==> config.mk <==
export PLATFORM = sky130hd
export DESIGN_NAME = mc_row_scheduler
export DESIGN_NICKNAME = d
export VERILOG_FILES = /design/src/rtl/mc_pkg.sv /design/src/rtl/mc_row_skid.sv /design/src/rtl/mc_row_scheduler.sv
export SDC_FILE = /design/constraint.sdc
export NUM_CORES = 1
export LEC_CHECK = 0
export BUFFER_PORTS_ARGS = -buffer_cell sky130_fd_sc_hd__buf_2
export CAP_MARGIN = 30
export CORE_UTILIZATION = 47
export CTS_CLUSTER_DIAMETER = 200
export DETAILED_ROUTE_END_ITERATION = 10
export GPL_ROUTABILITY_DRIVEN = 0
export GPL_TIMING_DRIVEN = 0
export PLACE_DENSITY = 0.77
export SLEW_MARGIN = 15
export SYNTH_ARGS = -nofsm -noshare
export SYNTH_HDL_FRONTEND = slang
export SYNTH_SLANG_ARGS = --single-unit
==> constraint.sdc <==
create_clock -name clk -period 2.3 [get_ports clk]
set_input_delay 0.46 -clock clk [delete_from_list [all_inputs] [get_ports clk]]
set_output_delay 0.46 -clock clk [all_outputs]
set_load 0.03 [all_outputs]
==> src/rtl/mc_pkg.sv <==
// mc_pkg: shared constants and the row-scheduler state type.
//   MB_SIZE      pixels per row
//   PIXEL_WIDTH  bits per pixel
//   ROWS         rows per macroblock
//   ROW_W        width of a row index
//   ADDR_WIDTH   line-memory address width
//   state_e      mc_row_scheduler FSM states
package mc_pkg;

  localparam int MB_SIZE     = 4;
  localparam int PIXEL_WIDTH = 8;
  localparam int ROWS        = 4;
  localparam int ROW_W       = $clog2(ROWS);
  localparam int ADDR_WIDTH  = 10;

  typedef enum logic [2:0] {
    IDLE,
    READ,
    CAPTURE,
    ISSUE,
    COLLECT,
    OUTPUT,
    DONE
  } state_e;

endpackage

==> src/rtl/mc_row_skid.sv <==
// mc_row_skid: one-entry output register for residual rows.
//   clk, rst_n                clock, asynchronous active-low reset
//   load                      capture load_data/load_row/load_last, raise res_valid
//   load_data/row/last        residual row, its index, last-row flag
//   res_valid/res_ready       downstream handshake
//   res_data/res_row/res_last registered outputs, stable while res_valid && !res_ready
//   accept                    res_valid && res_ready this cycle
module mc_row_skid #(
  parameter int DATA_W = mc_pkg::PIXEL_WIDTH * mc_pkg::MB_SIZE,
  parameter int ROW_W  = mc_pkg::ROW_W
) (
  input  logic              clk,
  input  logic              rst_n,
  input  logic              load,
  input  logic [DATA_W-1:0] load_data,
  input  logic [ROW_W-1:0]  load_row,
  input  logic              load_last,
  input  logic              res_ready,
  output logic              res_valid,
  output logic [DATA_W-1:0] res_data,
  output logic [ROW_W-1:0]  res_row,
  output logic              res_last,
  output logic              accept
);

  assign accept = res_valid && res_ready;

  // The scheduler only loads while the entry is empty, so load never
  // collides with a pending row.
  always_ff @(posedge clk or negedge rst_n) begin
    if (!rst_n) begin
      res_valid <= 1'b0;
      res_data  <= '0;
      res_row   <= '0;
      res_last  <= 1'b0;
    end else if (load) begin
      res_valid <= 1'b1;
      res_data  <= load_data;
      res_row   <= load_row;
      res_last  <= load_last;
    end else if (accept) begin
      res_valid <= 1'b0;
    end
  end

endmodule

==> src/rtl/mc_row_scheduler.sv <==
// mc_row_scheduler: walks one macroblock row by row through the
// motion-compensation residual datapath, one row in flight at a time.
//   clk, reset                       clock, asynchronous active-low reset
//   start, cur_base, ref_base        begin a macroblock at the given row addresses
//   busy, done                       status; done pulses once per macroblock
//   cur_rd_*/ref_rd_*                line-memory reads, 1-cycle read latency
//   mc_src_valid/ready, mc_curr_mb,
//   mc_ref_frame                     rows handed to the datapath
//   mc_dst_valid/ready, mc_residual  residual returned by the datapath
//   res_valid/ready, res_data,
//   res_row, res_last                registered residual row downstream
module mc_row_scheduler #(
  parameter int  MB_SIZE     = mc_pkg::MB_SIZE,
  parameter int  PIXEL_WIDTH = mc_pkg::PIXEL_WIDTH,
  parameter int  ROWS        = mc_pkg::ROWS,
  parameter int  ADDR_WIDTH  = mc_pkg::ADDR_WIDTH,
  localparam int ROW_W       = (ROWS > 1) ? $clog2(ROWS) : 1,
  localparam int DATA_W      = PIXEL_WIDTH * MB_SIZE
) (
  input  logic                  clk,
  input  logic                  reset,
  input  logic                  start,
  input  logic [ADDR_WIDTH-1:0] cur_base,
  input  logic [ADDR_WIDTH-1:0] ref_base,
  output logic                  busy,
  output logic                  done,
  output logic                  cur_rd_en,
  output logic [ADDR_WIDTH-1:0] cur_rd_addr,
  input  logic [DATA_W-1:0]     cur_rd_data,
  output logic                  ref_rd_en,
  output logic [ADDR_WIDTH-1:0] ref_rd_addr,
  input  logic [DATA_W-1:0]     ref_rd_data,
  output logic                  mc_src_valid,
  input  logic                  mc_src_ready,
  output logic [DATA_W-1:0]     mc_curr_mb,
  output logic [DATA_W-1:0]     mc_ref_frame,
  input  logic                  mc_dst_valid,
  output logic                  mc_dst_ready,
  input  logic [DATA_W-1:0]     mc_residual,
  output logic                  res_valid,
  input  logic                  res_ready,
  output logic [DATA_W-1:0]     res_data,
  output logic [ROW_W-1:0]      res_row,
  output logic                  res_last
);

  import mc_pkg::*;

  state_e                state_q, state_d;
  logic [ADDR_WIDTH-1:0] cur_base_q, ref_base_q;
  logic [ROW_W-1:0]      row_q;
  logic                  row_is_last;
  logic                  res_load;
  logic                  res_accept;

  assign row_is_last = (row_q == ROW_W'(ROWS - 1));
  assign res_load    = (state_q == COLLECT) && mc_dst_valid;

  always_ff @(posedge clk or negedge reset) begin
    if (!reset) begin
      state_q <= IDLE;
    end else begin
      state_q <= state_d;
    end
  end

  // Next state and Moore outputs. Addresses are driven only in READ so the
  // memory ports sit at zero otherwise; the sum wraps at 2^ADDR_WIDTH.
  always_comb begin
    state_d      = state_q;
    busy         = 1'b0;
    done         = 1'b0;
    cur_rd_en    = 1'b0;
    ref_rd_en    = 1'b0;
    cur_rd_addr  = '0;
    ref_rd_addr  = '0;
    mc_src_valid = 1'b0;
    mc_dst_ready = 1'b0;
    case (state_q)
      IDLE: begin
        if (start) state_d = READ;
      end
      READ: begin
        busy        = 1'b1;
        cur_rd_en   = 1'b1;
        ref_rd_en   = 1'b1;
        cur_rd_addr = cur_base_q + ADDR_WIDTH'(row_q);
        ref_rd_addr = ref_base_q + ADDR_WIDTH'(row_q);
        state_d     = CAPTURE;
      end
      CAPTURE: begin
        busy    = 1'b1;
        state_d = ISSUE;
      end
      ISSUE: begin
        busy         = 1'b1;
        mc_src_valid = 1'b1;
        if (mc_src_ready) state_d = COLLECT;
      end
      COLLECT: begin
        busy         = 1'b1;
        mc_dst_ready = 1'b1;
        if (mc_dst_valid) state_d = OUTPUT;
      end
      OUTPUT: begin
        busy = 1'b1;
        if (res_accept) state_d = res_last ? DONE : READ;
      end
      DONE: begin
        done    = 1'b1;
        state_d = IDLE;
      end
      default: state_d = IDLE;
    endcase
  end

  always_ff @(posedge clk or negedge reset) begin
    if (!reset) begin
      cur_base_q   <= '0;
      ref_base_q   <= '0;
      row_q        <= '0;
      mc_curr_mb   <= '0;
      mc_ref_frame <= '0;
    end else begin
      if ((state_q == IDLE) && start) begin
        cur_base_q <= cur_base;
        ref_base_q <= ref_base;
        row_q      <= '0;
      end
      // rd_data arrives the cycle after READ; hold it for the whole ISSUE wait.
      if (state_q == CAPTURE) begin
        mc_curr_mb   <= cur_rd_data;
        mc_ref_frame <= ref_rd_data;
      end
      if ((state_q == OUTPUT) && res_accept && !res_last) begin
        row_q <= row_q + ROW_W'(1);
      end
    end
  end

  mc_row_skid #(
    .DATA_W (DATA_W),
    .ROW_W  (ROW_W)
  ) u_skid (
    .clk       (clk),
    .rst_n     (reset),
    .load      (res_load),
    .load_data (mc_residual),
    .load_row  (row_q),
    .load_last (row_is_last),
    .res_ready (res_ready),
    .res_valid (res_valid),
    .res_data  (res_data),
    .res_row   (res_row),
    .res_last  (res_last),
    .accept    (res_accept)
  );

endmodule

==> Flow_metrics.wiki <==
{| class="wikitable"
! Metric !! Value
|-
| Launching element of the worst setup path || row_q[1]
|-
| Instance count of the mapped netlist || 376
|-
| Normalized max-slew margin || 59.1%
|-
| Main combinational cell family by area after synthesis || multiplexers
|-
| Actual transition at the worst max-transition pin || 0.611 ns
|-
| Buffer type at the clock tree root || sky130_fd_sc_hd__clkbuf_16
|-
| Placement Rows || 39
|-
| PwrDens || 1620 mW/mm2
|-
| Number of maximum-capacitance violations || 0
|-
| Crit path cell chain || ha_4 -> a21oi_4 -> or4_4 -> a21oi_4 -> buf_6
|-
| Final non-filler cell area || 0.00798 mm2
|-
| Ys async rst share || 100%
|-
| Layout net count || 791
|-
| Total clock buffers created by CTS || 17
|-
| Mean number of vias per cell || 5.03
|-
| Main area contributors after synthesis || sky130_fd_sc_hd__dfrtp_1 57%, sky130_fd_sc_hd__mux2_2 18%, sky130_fd_sc_hd__mux2_4 7.9%
|-
| Number of antenna-violating nets in the routed design || 0
|-
| Clock period minus final worst setup slack || 2.53 ns
|-
| Routed Wire Length || 13400 um
|-
| CP Launch Type || register
|-
| Wire length of the first global-routing pass || 19900 um
|-
| Synthesized netlist net count || 505
|-
| Number of levels in the clock H-tree || 4
|-
| Max Fclk || 396 MHz
|-
| Unique cell type count in the Yosys netlist || 38
|-
| Post-layout power || 12.9 mW
|-
| Top FF cell, synth || sky130_fd_sc_hd__dfrtp_1
|-
| First-pass DRT Iterations || 4
|-
| Floorplan core area || 0.0114 mm2
|-
| Worst Setup Path Type || reg2out
|-
| Minimum setup slack in the final design || -0.228 ns
|-
| Area fraction of the dominant cell type after synthesis || 57.0%
|-
| Dpl hpwl || 9440 um
|-
| Initial antenna violation count || 1
|-
| Die width || 110 um
|-
| Cell with the largest stage delay on the worst path || sky130_fd_sc_hd__or4_4
|-
| Violations in the final reports || setup timing
|-
| Clock insertion delay at the later pin of the skew report || 0.41 ns
|-
| Overall die area || 0.0121 mm2
|-
| EDFF count, synth || 0
|-
| Cell area after technology mapping || 0.00548 mm2
|-
| Diodes inserted || 0
|-
| I/O pin count || 248
|-
| Kind of capture point of the worst setup path || primary output
|-
| Crit-path max cell delay || 0.52 ns
|-
| Hold wc startpoint || cur_base[2]
|-
| R2R Path Start || state_q[1]
|-
| Post-route fraction of the period consumed by the critical path || 110%
|-
| Fraction of the yosys area taken by sequential cells || 57.0%
|-
| Clock input transition at the sequential cells of the worst setup and hold paths || 0.05 ns
|-
| Xor and xnor area share after synthesis || 0.639%
|-
| WL/cell || 16.4 um
|-
| Final global-route overflow total || 0
|-
| Initial drt markers || 189
|-
| Syn-to-layout area delta || 45.5%
|-
| Cell Count Post-Placement || 767
|-
| Post-route clock skew || 0.00411 ns
|-
| Library cell with the highest instance count after synthesis || sky130_fd_sc_hd__dfrtp_1
|-
| Fin cells || 816
|-
| Synth Warn # || 0
|-
| Final setup violation count || 17
|-
| Synthesized-area fraction occupied by ao, oa, aoi and oai cells || 4.31%
|-
| Starting density of the core || 48.0%
|-
| Deepest clock path buffer count || 2
|-
| Crit path top cell by count || sky130_fd_sc_hd__a21oi_4
|-
| Area post-placement || 0.00694 mm2
|-
| Top cell type by total area after synthesis || sky130_fd_sc_hd__dfrtp_1
|-
| Worst setup slack for register-to-register paths || 0.28 ns
|-
| Overall routing resource usage || 21.9%
|-
| Final number of max-transition violations || 0
|-
| Worst hold path type || in2reg
|-
| Via total after detailed routing || 4104
|-
| Clock tree from TritonCTS || done
|-
| CTS sink cnt || 125
|-
| Reported leakage power || 3.86 nW
|-
| Total of buffers placed on input and output ports || 247
|-
| Status || finished, violations left
|-
| Post-synthesis share of cell area spent on and, or, nand and nor gates || 6.48%
|-
| Die Y || 110 um
|-
| Mux cell area share after synthesis || 26.0%
|-
| Post-synthesis share of cell area spent on full adders, half adders and majority gates || 1.87%
|-
| Post-Syn Area per Cell || 14.6 um2
|-
| Post-synth top cells || 125 x sky130_fd_sc_hd__dfrtp_1, 87 x sky130_fd_sc_hd__mux2_2, 29 x sky130_fd_sc_hd__mux2_4
|-
| Number of global-route vias before repair || 4091
|-
| Count of final hold-check violations || 0
|-
| Proportion of layout cells with a drive suffix above 1 || 69.2%
|-
| Count of unresolved DRC violations after routing || 0
|-
| Maximum number of pins on one net before global-route repair || 78
|-
| Number of synthesized register bits || 125
|-
| Critical path data arrival time || 2.07 ns
|-
| RSZ-0062 raised after global routing || true
|-
| Maximum fanout count along the critical path || 5
|-
| Data required time of the critical path || 1.84 ns
|-
| Max VDD drop || 1.05 mV
|}
## report_power, final
part | switching (mW) | total [mW] | leakage (nW) | internal [mW]
Clock | 0.912 | 2.61 | 0.278 | 1.69
Sequential | 0.677 | 3.96 | 1.50 | 3.28
Combinational | 3.71 | 6.36 | 2.08 | 2.65
## state kept, by name (all words and copies together) (netlist names)
| signal | cells |
|---|---|
| u_skid.res_last | 1 |
| u_skid.res_data | 32 |
| u_skid.res_row | 2 |
| mc_curr_mb | 32 |
| u_skid.res_valid | 1 |
| mc_ref_frame | 32 |
| ref_base_q | 10 |
| cur_base_q | 10 |
| state_q | 3 |
| row_q | 2 |
## worst paths after layout
kind	endpoint	cells past startpoint
max in group asynchronous	row_q[1]	3
hold / removal	cur_base_q[2]	3
setup reg to reg	ref_base_q[6]	5
min in group asynchronous	u_skid.res_data[3]	2
setup / recovery	cur_rd_addr[9]	5
hold reg to reg	mc_curr_mb[21]	1
## through the flow
stage          setup TNS, ns  hold slack (ns)  utilization (%)  worst slack [ns]
2_1_floorplan              0            0.164                -            0.0577
3_3_place_gp          -92.36            0.483             60.5            -0.750
3_5_place_dp         -0.0833            0.424             60.8           -0.0605
4_1_cts                -2.08            0.239             69.1            -0.251
5_1_grt                -3.31            0.265             69.9            -0.278
6_report               -2.23            0.260             69.9            -0.228
## kinds of logic after synthesis
family,after synthesis
xor gates and xnor gates,4
AOI/OAI and AO/OA,39
DFF,125
buffers and inverters,25
adders and majority gates,7
muxes,117
and+or+nand+nor,59
## routing by layer
| metal | track usage (%) | wire (um) |
|---|---|---|
| met1 | 25.8 | 5590 |
| met2 | 36.8 | 6650 |
| met4 | 9.81 | 209 |
| met5 | 0 | 18 |
| met3 | 6.94 | 948 |
## cell usage in the layout (no fill, tap or decap), types with 4 or more instances in the layout
master,synthesis,routed
sky130_fd_sc_hd__a21oi_2,0,8
sky130_fd_sc_hd__a21oi_4,0,4
sky130_fd_sc_hd__buf_2,2,228
sky130_fd_sc_hd__buf_4,4,24
sky130_fd_sc_hd__buf_6,12,31
sky130_fd_sc_hd__clkbuf_16,0,17
sky130_fd_sc_hd__clkbuf_8,0,4
sky130_fd_sc_hd__dfrtp_1,125,120
sky130_fd_sc_hd__dfrtp_2,0,5
sky130_fd_sc_hd__ha_4,0,4
sky130_fd_sc_hd__inv_1,6,5
sky130_fd_sc_hd__mux2_2,87,87
sky130_fd_sc_hd__mux2_4,29,29
sky130_fd_sc_hd__nand2_1,8,8
sky130_fd_sc_hd__nand3_1,6,4
sky130_fd_sc_hd__nand4_1,4,4
sky130_fd_sc_hd__nor2_1,8,8
sky130_fd_sc_hd__o21a_1,4,4
sky130_fd_sc_hd__o21ai_0,10,10
sky130_fd_sc_hd__o31ai_1,6,5
sky130_fd_sc_hd__or3_1,7,5
## repair_timing
action                                  in CTS  in global routing
resized for setup                           65                 14
setup buffers                               16                  4
endpoints found under the hold margin       48                  0
pin swaps                                   18                 11
hold buffers                                 1                  0
endpoints found under the setup margin      22                 21
## critical path: cells and delay by family, from the launching register on
kind	cells	cell delay, ns
flops	1	0.46
buf+inv	1	0.14
compound gates	2	0.23
simple gates	1	0.52
fa+ha+maj	1	0.30
## final cells by class
class	count	area [um2]
Timing Repair Buffer	269	1560
Clock buffer	24	492
Tap cell	143	179
Multi-Input combinational cell	226	2330
Sequential cell	125	3130
Clock inverter	6	85.1
Buffer	17	170
Inverter	6	27.5
Fill cell	847	3440
Note: power is estimated with default switching activity, not from simulation.
